### src/rtl/mbx_ombx_reader.sv
// Outbound mailbox reader: fetches the object from SRAM one DWORD at a time and hands each word to the system.
// Build option MBX_OMBX_RERR_EN: an SRAM read error aborts the read and pulses rd_err_o.
module mbx_ombx_reader #(
  parameter int unsigned AddrW = 32,
  parameter int unsigned DataW = 32,
  parameter int unsigned SizeW = 11
) (
  input  logic             clk_i,
  input  logic             rst_ni,
  input  logic             mbx_read_i,
  input  logic             clear_i,
  input  logic [AddrW-1:0] base_i,
  input  logic [AddrW-1:0] limit_i,
  input  logic [SizeW-1:0] size_i,
  output logic             sram_req_o,
  output logic [AddrW-1:0] sram_addr_o,
  input  logic             sram_gnt_i,
  input  logic             sram_rvalid_i,
  input  logic [DataW-1:0] sram_rdata_i,
  input  logic             sram_rerror_i,
  input  logic             sys_pop_i,
  output logic [DataW-1:0] rdata_o,
  output logic             rdata_valid_o,
  output logic             sys_read_all_o,
  output logic             rd_err_o
);

  // Handshakes: sram_req_o/sram_addr_o stay asserted and stable until the cycle
  // sram_gnt_i is seen (never withdrawn); exactly one sram_rvalid_i follows each grant.
  // rdata_o is valid while rdata_valid_o is high; a sys_pop_i in that window consumes it.
  typedef enum logic [2:0] {
    IDLE     = 3'd0,
    REQ      = 3'd1,
    WAIT_RSP = 3'd2,
    HOLD     = 3'd3,
    FLUSH    = 3'd4
  } state_e;

  state_e           state_q;
  logic             mbx_read_q;
  logic [SizeW-1:0] size_q;
  logic [SizeW-1:0] cnt_q;
  logic [AddrW-1:0] addr_q;
  logic             flush_gnt_q;
  logic             abort;
  logic             last_word;
  logic             rsp_err;

  assign abort     = clear_i | ~mbx_read_i;
  assign last_word = (cnt_q == size_q);

`ifdef MBX_OMBX_RERR_EN
  assign rsp_err = sram_rerror_i;
`else
  logic unused_rerror;
  assign unused_rerror = sram_rerror_i;
  assign rsp_err       = 1'b0;
`endif

  // Combinational so the completion pulse lines up with the consuming pop.
  assign sys_read_all_o = (state_q == HOLD) & sys_pop_i & last_word & ~abort;

  always_ff @(posedge clk_i or negedge rst_ni) begin
    if (!rst_ni) begin
      state_q       <= IDLE;
      mbx_read_q    <= 1'b0;
      size_q        <= '0;
      cnt_q         <= '0;
      addr_q        <= '0;
      flush_gnt_q   <= 1'b0;
      sram_req_o    <= 1'b0;
      sram_addr_o   <= '0;
      rdata_o       <= '0;
      rdata_valid_o <= 1'b0;
      rd_err_o      <= 1'b0;
    end else begin
      mbx_read_q <= mbx_read_i;
      rd_err_o   <= 1'b0;
      case (state_q)
        IDLE: begin
          if (mbx_read_i && !mbx_read_q && !clear_i) begin
            size_q <= size_i;
            cnt_q  <= '0;
            addr_q <= base_i;
            if (size_i == '0) begin
              rdata_o       <= '0;
              rdata_valid_o <= 1'b1;
              state_q       <= HOLD;
            end else if (base_i > limit_i) begin
              rd_err_o <= 1'b1;
            end else begin
              sram_req_o  <= 1'b1;
              sram_addr_o <= base_i;
              state_q     <= REQ;
            end
          end
        end
        REQ: begin
          if (sram_gnt_i) begin
            sram_req_o  <= 1'b0;
            flush_gnt_q <= 1'b1;
            state_q     <= abort ? FLUSH : WAIT_RSP;
          end else if (abort) begin
            flush_gnt_q <= 1'b0;
            state_q     <= FLUSH;
          end
        end
        WAIT_RSP: begin
          if (abort) begin
            // A response arriving in the abort cycle is the one being flushed.
            flush_gnt_q <= 1'b1;
            state_q     <= sram_rvalid_i ? IDLE : FLUSH;
          end else if (sram_rvalid_i) begin
            if (rsp_err) begin
              rd_err_o      <= 1'b1;
              rdata_o       <= '0;
              rdata_valid_o <= 1'b0;
              state_q       <= IDLE;
            end else begin
              rdata_o       <= sram_rdata_i;
              rdata_valid_o <= 1'b1;
              cnt_q         <= cnt_q + SizeW'(1);
              addr_q        <= addr_q + AddrW'(4);
              state_q       <= HOLD;
            end
          end
        end
        HOLD: begin
          if (abort) begin
            rdata_valid_o <= 1'b0;
            state_q       <= IDLE;
          end else if (sys_pop_i) begin
            rdata_valid_o <= 1'b0;
            if (last_word) begin
              state_q <= IDLE;
            end else if (addr_q > limit_i) begin
              rd_err_o <= 1'b1;
              state_q  <= IDLE;
            end else begin
              sram_req_o  <= 1'b1;
              sram_addr_o <= addr_q;
              state_q     <= REQ;
            end
          end
        end
        FLUSH: begin
          if (!flush_gnt_q) begin
            if (sram_gnt_i) begin
              sram_req_o  <= 1'b0;
              flush_gnt_q <= 1'b1;
            end
          end else if (sram_rvalid_i) begin
            state_q <= IDLE;
          end
        end
        default: state_q <= IDLE;
      endcase
    end
  end

endmodule
### config.mk
export PLATFORM = sky130hd
export DESIGN_NAME = mbx_ombx_reader
export DESIGN_NICKNAME = d
export VERILOG_FILES = /design/src/rtl/mbx_ombx_reader.sv
export SDC_FILE = /design/constraint.sdc
export NUM_CORES = 1
export LEC_CHECK = 0
export ABC_AREA = 1
export CORE_ASPECT_RATIO = 2
export CORE_MARGIN = 8
export CORE_UTILIZATION = 40
export CTS_BUF_LIST = sky130_fd_sc_hd__clkbuf_8
export CTS_CLUSTER_DIAMETER = 120
export DETAILED_ROUTE_END_ITERATION = 8
export MAX_ROUTING_LAYER = met4
export PLACE_DENSITY = 0.73
export SYNTH_ARGS = -nofsm -noshare
export SYNTH_HDL_FRONTEND = slang
export SYNTH_SLANG_ARGS = --single-unit
### constraint.sdc
create_clock -name clk_i -period 5.8 [get_ports clk_i]
set_input_delay 0.58 -clock clk_i [delete_from_list [all_inputs] [get_ports clk_i]]
set_output_delay 0.58 -clock clk_i [all_outputs]
set_load 0.03 [all_outputs]
# [Yosys cells after proc, flatten, opt, wreduce, memory -nomap -nowiden]
# Index checks and enable logic that the tools add are counted.
[word_totals] reg_bits=126 in_bits=115 output_inout_bits=68 elab_cells=131
[op_classes] n_addsub=2 magnitude_cmp=2 n_eq_ne=23 muxes=68 n_bitwise=6 reduce_logical=19
[op_table] op="two-way mux 32 bit" count=14
[op_table] op="one-hot mux 32 bit (2 select lines)" count=3
[op_table] op="> comparator 32 bit" count=2
[op_table] op="two-way mux 3 bit" count=13
[op_table] op="two-way mux 11 bit" count=3
[op_table] op="adder 32 x 3 -> 32 bit (second input constant)" count=1
[op_table] op="two-way mux 1 bit" count=29
[op_table] op="inequality test 2 bit (second input constant)" count=14
[op_table] op="one-hot mux 11 bit (2 select lines)" count=1
[op_table] op="one-hot mux 3 bit (5 select lines)" count=1
[op_table] op="inequality test 3 bit (second input constant)" count=4
[op_table] op="adder 11 x 1 -> 11 bit (second input constant)" count=1
[op_table] op="equality test 11 bit" count=1
[op_table] op="zero test 11 bit" count=1
[op_table] op="AND reduction 9 bit" count=1
[op_table] op="AND reduction 8 bit" count=1
[op_table] op="AND reduction 7 bit" count=1
[op_table] op="equality test 3 x 2 -> 1 bit (second input constant)" count=2
[op_table] op="one-hot mux 1 bit (3 select lines)" count=2
[op_table] op="AND reduction 6 bit" count=1
[op_table] op="nonzero test 3 bit" count=2
[op_table] op="AND reduction 5 bit" count=1
[op_table] op="one-hot mux 1 bit (4 select lines)" count=1
[op_table] op="AND reduction 4 bit" count=1
[op_table] op="13 further kinds" count=19

# [Longest topological paths before layout]
[depth] depth_word=6 mapped_depth=20 mapped_depth_nobuf=19

# [Worst setup path before layout]
# No wires, ideal clock.
[synth_path] kind="flip-flop to output port" start="reg cnt_q[6]" end="out sys_read_all_o" arrival_time_ns=1.988 required_ns=5.220 setup_slack_ns=3.232 stages_incl_launch_ff=6 n_path_buf=0 path_cell_list="dfrtp_1 xnor2_1 nand2_1 nor4_1 nand2_1 nor4_1"
[synth_via] elab_chain_cells=3
[synth_lines] item="start: declaration" line="42" source="logic [SizeW-1:0] cnt_q;"
[synth_lines] item="start signal: assignment" line="122" source="cnt_q <= cnt_q + SizeW'(1);"
[synth_lines] item="equality test 11 bit" line="50" source="assign last_word = (cnt_q == size_q);"
[synth_lines] item="AND 1 bit (2 in a row)" line="61" source="assign sys_read_all_o = (state_q == HOLD) & sys_pop_i & last_word & ~abort;"
[synth_lines] item="end: declaration" line="24" source="output logic sys_read_all_o,"
# Every way passes these cells.

# [Final worst setup path]
[layout_path] start="in limit_i[23]" end="reg sram_addr_o[13]"
[layout_via] elab_chain_cells=3 word_cells_on_any_way=5 classes_between="2 x order compare; 2 x eq/ne; 1 x reduce/logical"
[layout_lines] item="start: declaration" line="13" source="input logic [AddrW-1:0] limit_i,"
[layout_lines] item="> comparator 32 bit, on equally long branches" line="89, 136"
[layout_lines] item="inequality test 2 bit (no source line)"
[layout_lines] item="AND reduction 8 bit (no source line) *"
[layout_lines] item="end signal: assignment" line="93" source="sram_addr_o <= base_i;"
[layout_lines] item="end signal: assignment" line="141" source="sram_addr_o <= addr_q;"
[layout_lines] item="end: declaration" line="16" source="output logic [AddrW-1:0] sram_addr_o,"
# Mark *: on every way between the ends. The rest lies on a longest branch, timed or not.
# A chain may end at the register's enable or synchronous reset.

==> impl_metrics.yaml <==
logic_synthesis:
  ys_seq_area_frac: 0.3828
  synthesis.area_um2: 8237
  yosysUniqueCellTypes: 44
  synth_flop_cell: "dfrtp_1"
  synth.most_common_cell: "nand2_1"
  synth_area_leaders: "dfrtp_1, nand2_1, ha_1"
  synth.largest_area_cell: "dfrtp_1"
  synth_common_cells: "nand2_1, dfrtp_1, inv_1, nand3_1, o21ai_0"
  synth-edff-count: 0
  syn_area_per_cell_um2: 7.394
  ys_warn_count: 0
  yosys.area.top_type_share: 0.3828
  ys_seq_elements: 126
  syn_nets: 1295
  synth_cells: 1114
  ys_async_sr_fraction: 1.000
final_layout:
  areaGrowthSynthToFinish_pct: 28.89
  layout-drive-gt1-share: 0.05573
  layout.cells.non_filler: 1559
  fin_nets: 1460
clock_network:
  numCtsBuffers: 17
  clockBufferDepth: 2
  ctsResizeCount: 0
  clock_latency_ps: 460
  hold_buffers: 0
  cts_tree: "done"
  path_clk_slew_ps: 80
  h-tree-depth: 4
  root_buffer: "clkbuf_8"
  cts_sinks: 126
  cts_setup_buffers: 0
die:
  rows: 74
  die-area_um2: 25720
  core_um2: 20280
  die_w_um: 117.5
  initial_core_util: 0.4062
  pin_count: 183
  dieHeight_um: 218.9
timing:
  fin_setup_tns_ps: 0
  report.final.slew_viol_count: 0
  hold_viol: 0
  period_needed_ps: 3637
  period_share: 0.6270
  max-slew-margin-rel: 0.3608
  skew_ps: 10.97
  max_freq_ghz: 0.2750
  setup-violations-final: 0
  fin_hold_ws_ps: 261.0
  rsz0062_at_grt: "false"
  tightest_slew_ps: 958.7
setup_path:
  cp_max_fo: 33
  cp_top_family: "simple AND/OR/NAND/NOR gates"
  cp_slowest_stage_delay_ps: 680
  required_ps: 6140
  r2r_start: "state_q[1]$_DFFE_PN0P_"
  critPathBufInv: 2
  cpMostUsedCell: "nand2_1"
  crit_path_cell_trace: "clkdlybuf4s50_1, inv_1, ha_1, nand2_1, nor2_1, nand4_1, nor2b_1, nand4_1, nand2_1, nand2_1, nand2_2, nand3_2, nand2_1, nand2_1"
  slowest_stage: "nand3_2"
  cp-start-kind: "input pin"
  criticalPathCategory: "input pin to flop"
  crit_arrival_ps: 3980
  startpoint: "limit_i[23]"
  worstSetupEndpointType: "flop"
detailed_routing:
  detail_route.iter0.violations: 597
  antenna_left: 0
  vias: 8140
  remaining_drc_errors: 0
  wl_per_cell_um: 16.26
  first_pass_iters: 5
  routed_wl_um: 25350
  viasPerCell: 5.221
run:
  max_cap_viol_count: 0
power_and_ir_drop:
  powerDensity_nw_per_um2: 481.3
  leakagePower_nw: 5.166
  ir_worst_vdd_v: 0.0002182
worst_hold_path:
  hold_path.class: "input pin to asynchronous set/reset pin"
global_routing:
  grt_pass1_vias: 8173
  grt_max_degree: 77
  grt_overflow: 0
  grt_antenna_before_repair: 1
  grt_use_total: 0.2035
  grt_pass1_wl_um: 41030
placed_design:
  gp_congestion: 0.9353
  place_inst: 1526
  port_buffers: 181
  hpwl_um: 19690
status:
  status: "finished clean"
-- per-stage QoR --
step | area (um2) | setup WS [ps] | util | power, mW
after floorplan | 8237 | 3232 | - | 3.380
after global placement | 10240 | 1725 | 0.5051 | 4.308
after detailed placement | 10240 | 1673 | 0.5051 | 4.370
after CTS | 10610 | 2160 | 0.5234 | 5.131
after global routing | 10620 | 1895 | 0.5236 | 5.513
final | 10620 | 2163 | 0.5236 | 5.109
-- placed cells by master, fill, tap and decap left out, types with 3 or more instances in the layout --
master / instances
a21oi_1: 54
buf_4: 7
clkbuf_8: 17
clkdlybuf4s50_1: 180
clkinvlp_4: 4
dfrtp_1: 126
ha_1: 66
inv_1: 120
inv_2: 7
inv_6: 4
nand2_1: 309
nand2_2: 5
nand3_1: 93
nand3_2: 3
nand4_1: 17
nor2_1: 63
nor2_2: 9
nor3_1: 24
nor4_1: 8
o21ai_0: 87
o21ai_1: 8
o22ai_1: 12
o31ai_1: 3
or2_2: 5
xnor2_1: 4
xor2_1: 26
-- cell families after synthesis --
family,synth area share
buffers and inverters,0.07945
adders and majority gates,0.1003
AOI/OAI and AO/OA,0.1174
and+or+nand+nor,0.2882
xor gates and xnor gates,0.03190
DFF,0.3828
-- power breakdown --
group / internal [mW] / total, mW / leakage [nW] / switching (mW)
Clock: 0.344 / 0.748 / 0.183 / 0.405
Combinational: 1.00 / 2.75 / 3.38 / 1.75
Sequential: 1.28 / 1.61 / 1.60 / 0.334
Total: 2.62 / 5.11 / 5.17 / 2.49
-- registers in the layout, indices dropped and copies added, names as in the netlist --
name           cells
state_q            3
rdata_valid_o      1
addr_q            32
rd_err_o           1
size_q            11
sram_req_o         1
cnt_q             11
sram_addr_o       32
flush_gnt_q        1
mbx_read_q         1
rdata_o           32
-- cell type report --
| class | count | area (um2) |
|---|---|---|
| inverters | 126 | 473.0 |
| clock buffers | 17 | 234.0 |
| well taps | 266 | 332.8 |
| diodes | 1 | 2.502 |
| fillers | 1887 | 9661 |
| repair buffers | 187 | 1854 |
| clock inverters | 15 | 137.6 |
| flip-flops and latches | 126 | 3153 |
| multi-input cells | 821 | 4429 |
-- per-layer routing --
metal,GRT usage,up-vias,routed length [um]
met3,0.03192,75,1126
met2,0.3599,286,13160
li1,-,3998,-
met4,0.1160,0,1231
met5,-,-,0
met1,0.2120,3781,9826
-- final timing paths --
path | slack, ps | cells past startpoint | endpoint
max | 2160 | 14 | sram_addr_o[13]$_DFFE_PN0P_
min | 260 | 1 | rdata_o[11]$_DFFE_PN0P_
max reg2reg | 2580 | 11 | rdata_o[26]$_DFFE_PN0P_
min reg2reg | 470 | 2 | sram_addr_o[18]$_DFFE_PN0P_
max in group asynchronous | 4290 | 2 | sram_addr_o[16]$_DFFE_PN0P_
min in group clk_i | 470 | 2 | sram_addr_o[18]$_DFFE_PN0P_
Power figures use the tool's default switching activity.
==> RTL change 1: new RTL, same settings <==
Change the parameter `DataW` from 32 to 64.
--- a/src/rtl/mbx_ombx_reader.sv
+++ b/src/rtl/mbx_ombx_reader.sv
@@ -2,7 +2,7 @@
 // Build option MBX_OMBX_RERR_EN: an SRAM read error aborts the read and pulses rd_err_o.
 module mbx_ombx_reader #(
   parameter int unsigned AddrW = 32,
-  parameter int unsigned DataW = 32,
+  parameter int unsigned DataW = 64,
   parameter int unsigned SizeW = 11
 ) (
   input  logic             clk_i,
Interface: changed (resized rdata_o and sram_rdata_i); port bits go from 183 to 247. No check against the original RTL was run, so the function may have changed too.
==> RTL change 1 against the original RTL <==
Register-to-register slack better by 80 ps; area after synthesis rose by 16%; sequential cell count is 32 higher; routed wire length up 21%; cell area is 19% higher; worst setup slack improved by 180 ps; sequential power up 9%; power increased by 1.1%; critical path type unchanged; largest power group unchanged; highest routed layer unchanged.
==> RTL change 1: results <==
{
  "outcome": "finished, final reports clean",
  "latest_clock_arrival_within_the_worst_skew_pair_ps": 480,
  "placed_area_um2": 12200,
  "cts_buffer_depth": 2,
  "static_leakage_power_nw": 5.79,
  "drt-vias-per-instance": 5.19,
  "cts_root_buffer": "clkbuf_8",
  "numCtsBuffers": 17,
  "dp_slack_ps": 1880,
  "initial_antenna_violation_count": 1,
  "routed-via-count": 9289,
  "ys_seq_area_frac": 0.413,
  "biggestRegsByFlops": "rdata_o (64), addr_q (32), sram_addr_o (32)",
  "mappedNetlistNets": 1486,
  "cts_resized": 0,
  "firstDrtPassIters": 5,
  "grt_max_degree": 130,
  "async_flop_share": 1.00,
  "synthesis.yosys.warnings": 0,
  "finalWirelength_um": 30700,
  "critPathArrivalTime_ps": 3830,
  "post-cts-setup-buffer-count": 0,
  "clkSlewWorstSetupHoldPaths_ps": 90,
  "share_of_final_layout_standard_cells_stronger_than_drive_strength_1": 0.0452,
  "slew-limit-headroom": 0.249,
  "number_of_global_route_vias_before_repair": 9491,
  "cp_max_fo": 33,
  "final_net_count": 1703,
  "finalClockSkew_ps": 10.5,
  "grt_pass1_wl_um": 49200,
  "cts_htree_levels": 4,
  "worstHoldPathType": "in -> async",
  "port_buffers": 245,
  "yosys-top-cells-count": "nand2_1, dfrtp_1, o21ai_0",
  "synth_area_leaders": "dfrtp_1, nand2_1, ha_1, o21ai_0, inv_1",
  "cts_tree": "done",
  "cts_hold_buffers": 0,
  "place_congestion": 0.892,
  "place_inst": 1758,
  "ir_drop_uv": 193,
  "synthesis.area_per_instance_um2": 7.53,
  "post_synth_num_cell_types": 47,
  "yosys_most_used_dff": "dfrtp_1",
  "place.detailed.hpwl_um": 24000,
  "drt_first_iter_violations": 530,
  "final-setup-viol-count": 0,
  "gr-usage-all-layers": 0.217
}
==> RTL change 1: layout make-up <==
class                      instances  area, µm²
inverter                         123        464
clock inverter                    13        165
tap                              287        359
antenna                            1       2.50
multi-input combinational        940       4900
timing repair buffer             250       2490
fill                            2295      11100
sequential                       158       3950
clock buffer                      19        262
==> RTL change 1: routing by layer <==
layer	up-vias	wire (µm)	track usage
met5	-	0	-
met4	0	1920	0.149
met3	96	1390	0.0356
met2	316	16200	0.387
met1	4260	11100	0.211
li1	4617	-	-
==> RTL change 1: kinds of logic after synthesis <==
group,synth area share
AOI/OAI and AO/OA,0.137
xor gates and xnor gates,0.0174
adders and majority gates,0.0862
buffers and inverters,0.0765
DFF,0.413
and+or+nand+nor,0.270
==> RTL change 1: power by group <==
group	internal (mW)	switching [mW]	total, mW	leakage (nW)
registers	1.45	0.309	1.76	2.07
logic	0.895	1.61	2.51	3.51
clock network	0.449	0.447	0.896	0.210
total	2.80	2.37	5.16	5.79
==> RTL change 1: path summary, 6_finish.rpt <==
kind | start | endpoint | slack [ps] | depth (start not counted)
max reg2reg | state_q[0] | rdata_o[12] | 2660 | 8
max | base_i[27] | sram_addr_o[26] | 2340 | 12
min in group clk_i | sram_addr_o[30] | sram_addr_o[30] | 480 | 2
min | rst_ni | rdata_o[55] | 170 | 1
max in group asynchronous | rst_ni | rdata_o[63] | 4260 | 2
min reg2reg | sram_addr_o[30] | sram_addr_o[30] | 480 | 2
==> RTL change 1: worst max-delay path, cell delays in order <==
cell and delay [ps]:
clkdlybuf4s50_1 530, ha_1 380, nand4_1 90, nor3_1 230, nor2b_1 410, nand4_1 280
nand3_1 160, nand2_1 70, inv_2 470, nand2_4 370, nand2_1 160, nand2_1 60
==> RTL change 2: new RTL, same flow settings <==
Made on the original files. Encoding of `state_e`: now one-hot (5 bits for 5 states).
--- a/src/rtl/mbx_ombx_reader.sv
+++ b/src/rtl/mbx_ombx_reader.sv
@@ -28,12 +28,12 @@
   // Handshakes: sram_req_o/sram_addr_o stay asserted and stable until the cycle
   // sram_gnt_i is seen (never withdrawn); exactly one sram_rvalid_i follows each grant.
   // rdata_o is valid while rdata_valid_o is high; a sys_pop_i in that window consumes it.
-  typedef enum logic [2:0] {
-    IDLE     = 3'd0,
-    REQ      = 3'd1,
-    WAIT_RSP = 3'd2,
-    HOLD     = 3'd3,
-    FLUSH    = 3'd4
+  typedef enum logic [4:0] {
+    IDLE     = 5'b00001,
+    REQ      = 5'b00010,
+    WAIT_RSP = 5'b00100,
+    HOLD     = 5'b01000,
+    FLUSH    = 5'b10000
   } state_e;
 
   state_e           state_q;
Formal check against the unedited RTL: same outputs for any inputs over 4 cycles, from zero or initial values and one cycle with rst_ni low; so few cycles prove little.
==> RTL change 2 against the original RTL <==
Worst setup slack got worse by 130 ps; sequential cell count rose by 2; area after synthesis rose by 2.0%; clock power rose by 6.8%; cell area rose by 1.4%; routed wire length rose by 4.2%; non-clock buffer count fell by 2; clock skew barely moved; power fell by 9.2%.
==> RTL change 2: results <==
{
  "routed-via-count": 8155,
  "routedWlPerCell_um": 16.8,
  "outcome": "finished, final reports clean",
  "gr-usage-all-layers": 0.212,
  "synth_area_leaders": "dfrtp_1, nand2_1, ha_1, nand3_1, inv_1",
  "mappedNetlistNets": 1306,
  "dp_slack_ps": 1950,
  "place.detailed.hpwl_um": 20400,
  "synthesis.area_per_instance_um2": 7.47,
  "synth_compound_area_frac": 0.108,
  "slew-limit-headroom": 0.292,
  "cp_max_fo": 24,
  "number_of_global_route_vias_before_repair": 8443,
  "finalWirelength_um": 26400,
  "grt_max_degree": 80,
  "critPathArrivalTime_ps": 3190,
  "critPathMaxStageDelay_ps": 820,
  "synth_xor_xnor_area_share": 0.0292,
  "share_of_final_layout_standard_cells_stronger_than_drive_strength_1": 0.0593,
  "grt_pass1_wl_um": 42700,
  "static_leakage_power_nw": 5.34,
  "finalClockSkew_ps": 10.6,
  "initial_antenna_violation_count": 2,
  "timing.critical_path.slowest_stage_cell": "nand4_1",
  "yosys-top-cells-count": "nand2_1, dfrtp_1, inv_1",
  "post_synth_fa_ha_maj_area_fraction": 0.0983,
  "final_net_count": 1467,
  "post_synth_num_cell_types": 43,
  "final.fill_count": 2055,
  "worstReg2RegStart": "state_q[0]",
  "placed_area_um2": 10400
}
[RTL change 2: routing by layer]
metal  part of all wire  vias up  routed length (µm)  track usage
met3              0.040       67                1050       0.0403
met2               0.55      227               14500        0.387
met5                  0        -                   0            -
met1               0.37     3830                9660        0.204
met4              0.047        0                1240        0.117
li1                   -     4031                   -            -
[RTL change 2: stage by stage]
step | hold slack (ps) | power, mW | utilization
floorplan | 284 | 3.09 | -
global placement | 452 | 3.80 | 0.497
detailed placement | 458 | 3.86 | 0.497
CTS | 288 | 4.68 | 0.517
global route | 323 | 5.02 | 0.517
finish | 275 | 4.64 | 0.517
[RTL change 2: final cells by class]
type	instances	area, µm²	area share
multi-input combinational	838	4540	0.422
sequential	128	3200	0.298
timing repair buffer	185	1840	0.171
inverter	116	435	0.0404
tap	269	337	0.0313
clock buffer	17	234	0.0217
clock inverter	15	171	0.0159
antenna	2	5.00	0.000465
[RTL change 2: path summary, 6_finish.rpt]
path	to	slack, ps	cells after the start
worst max register to register	addr_q[8]	2050	9
worst min register to register	rdata_o[28]	470	2
max in group asynchronous	rdata_o[10]	4200	2
min in group clk_i	rdata_o[28]	470	2
worst min-delay path	sram_addr_o[16]	280	1
worst max-delay path	sys_read_all_o	2030	4
[RTL change 2: cells by family (layout without fill, tap and decap cells)]
logic type	count (synthesis)	in the layout
simple gates	578	578
xor+xnor	28	28
buf+inv	159	333
compound gates	166	166
fa+ha+maj	66	66
flops	128	128
other cells	0	2
[RTL change 2: where the power goes]
part / internal, mW / switching, mW
Clock: 0.420 / 0.379
Sequential: 1.21 / 0.282
Combinational: 0.821 / 1.52
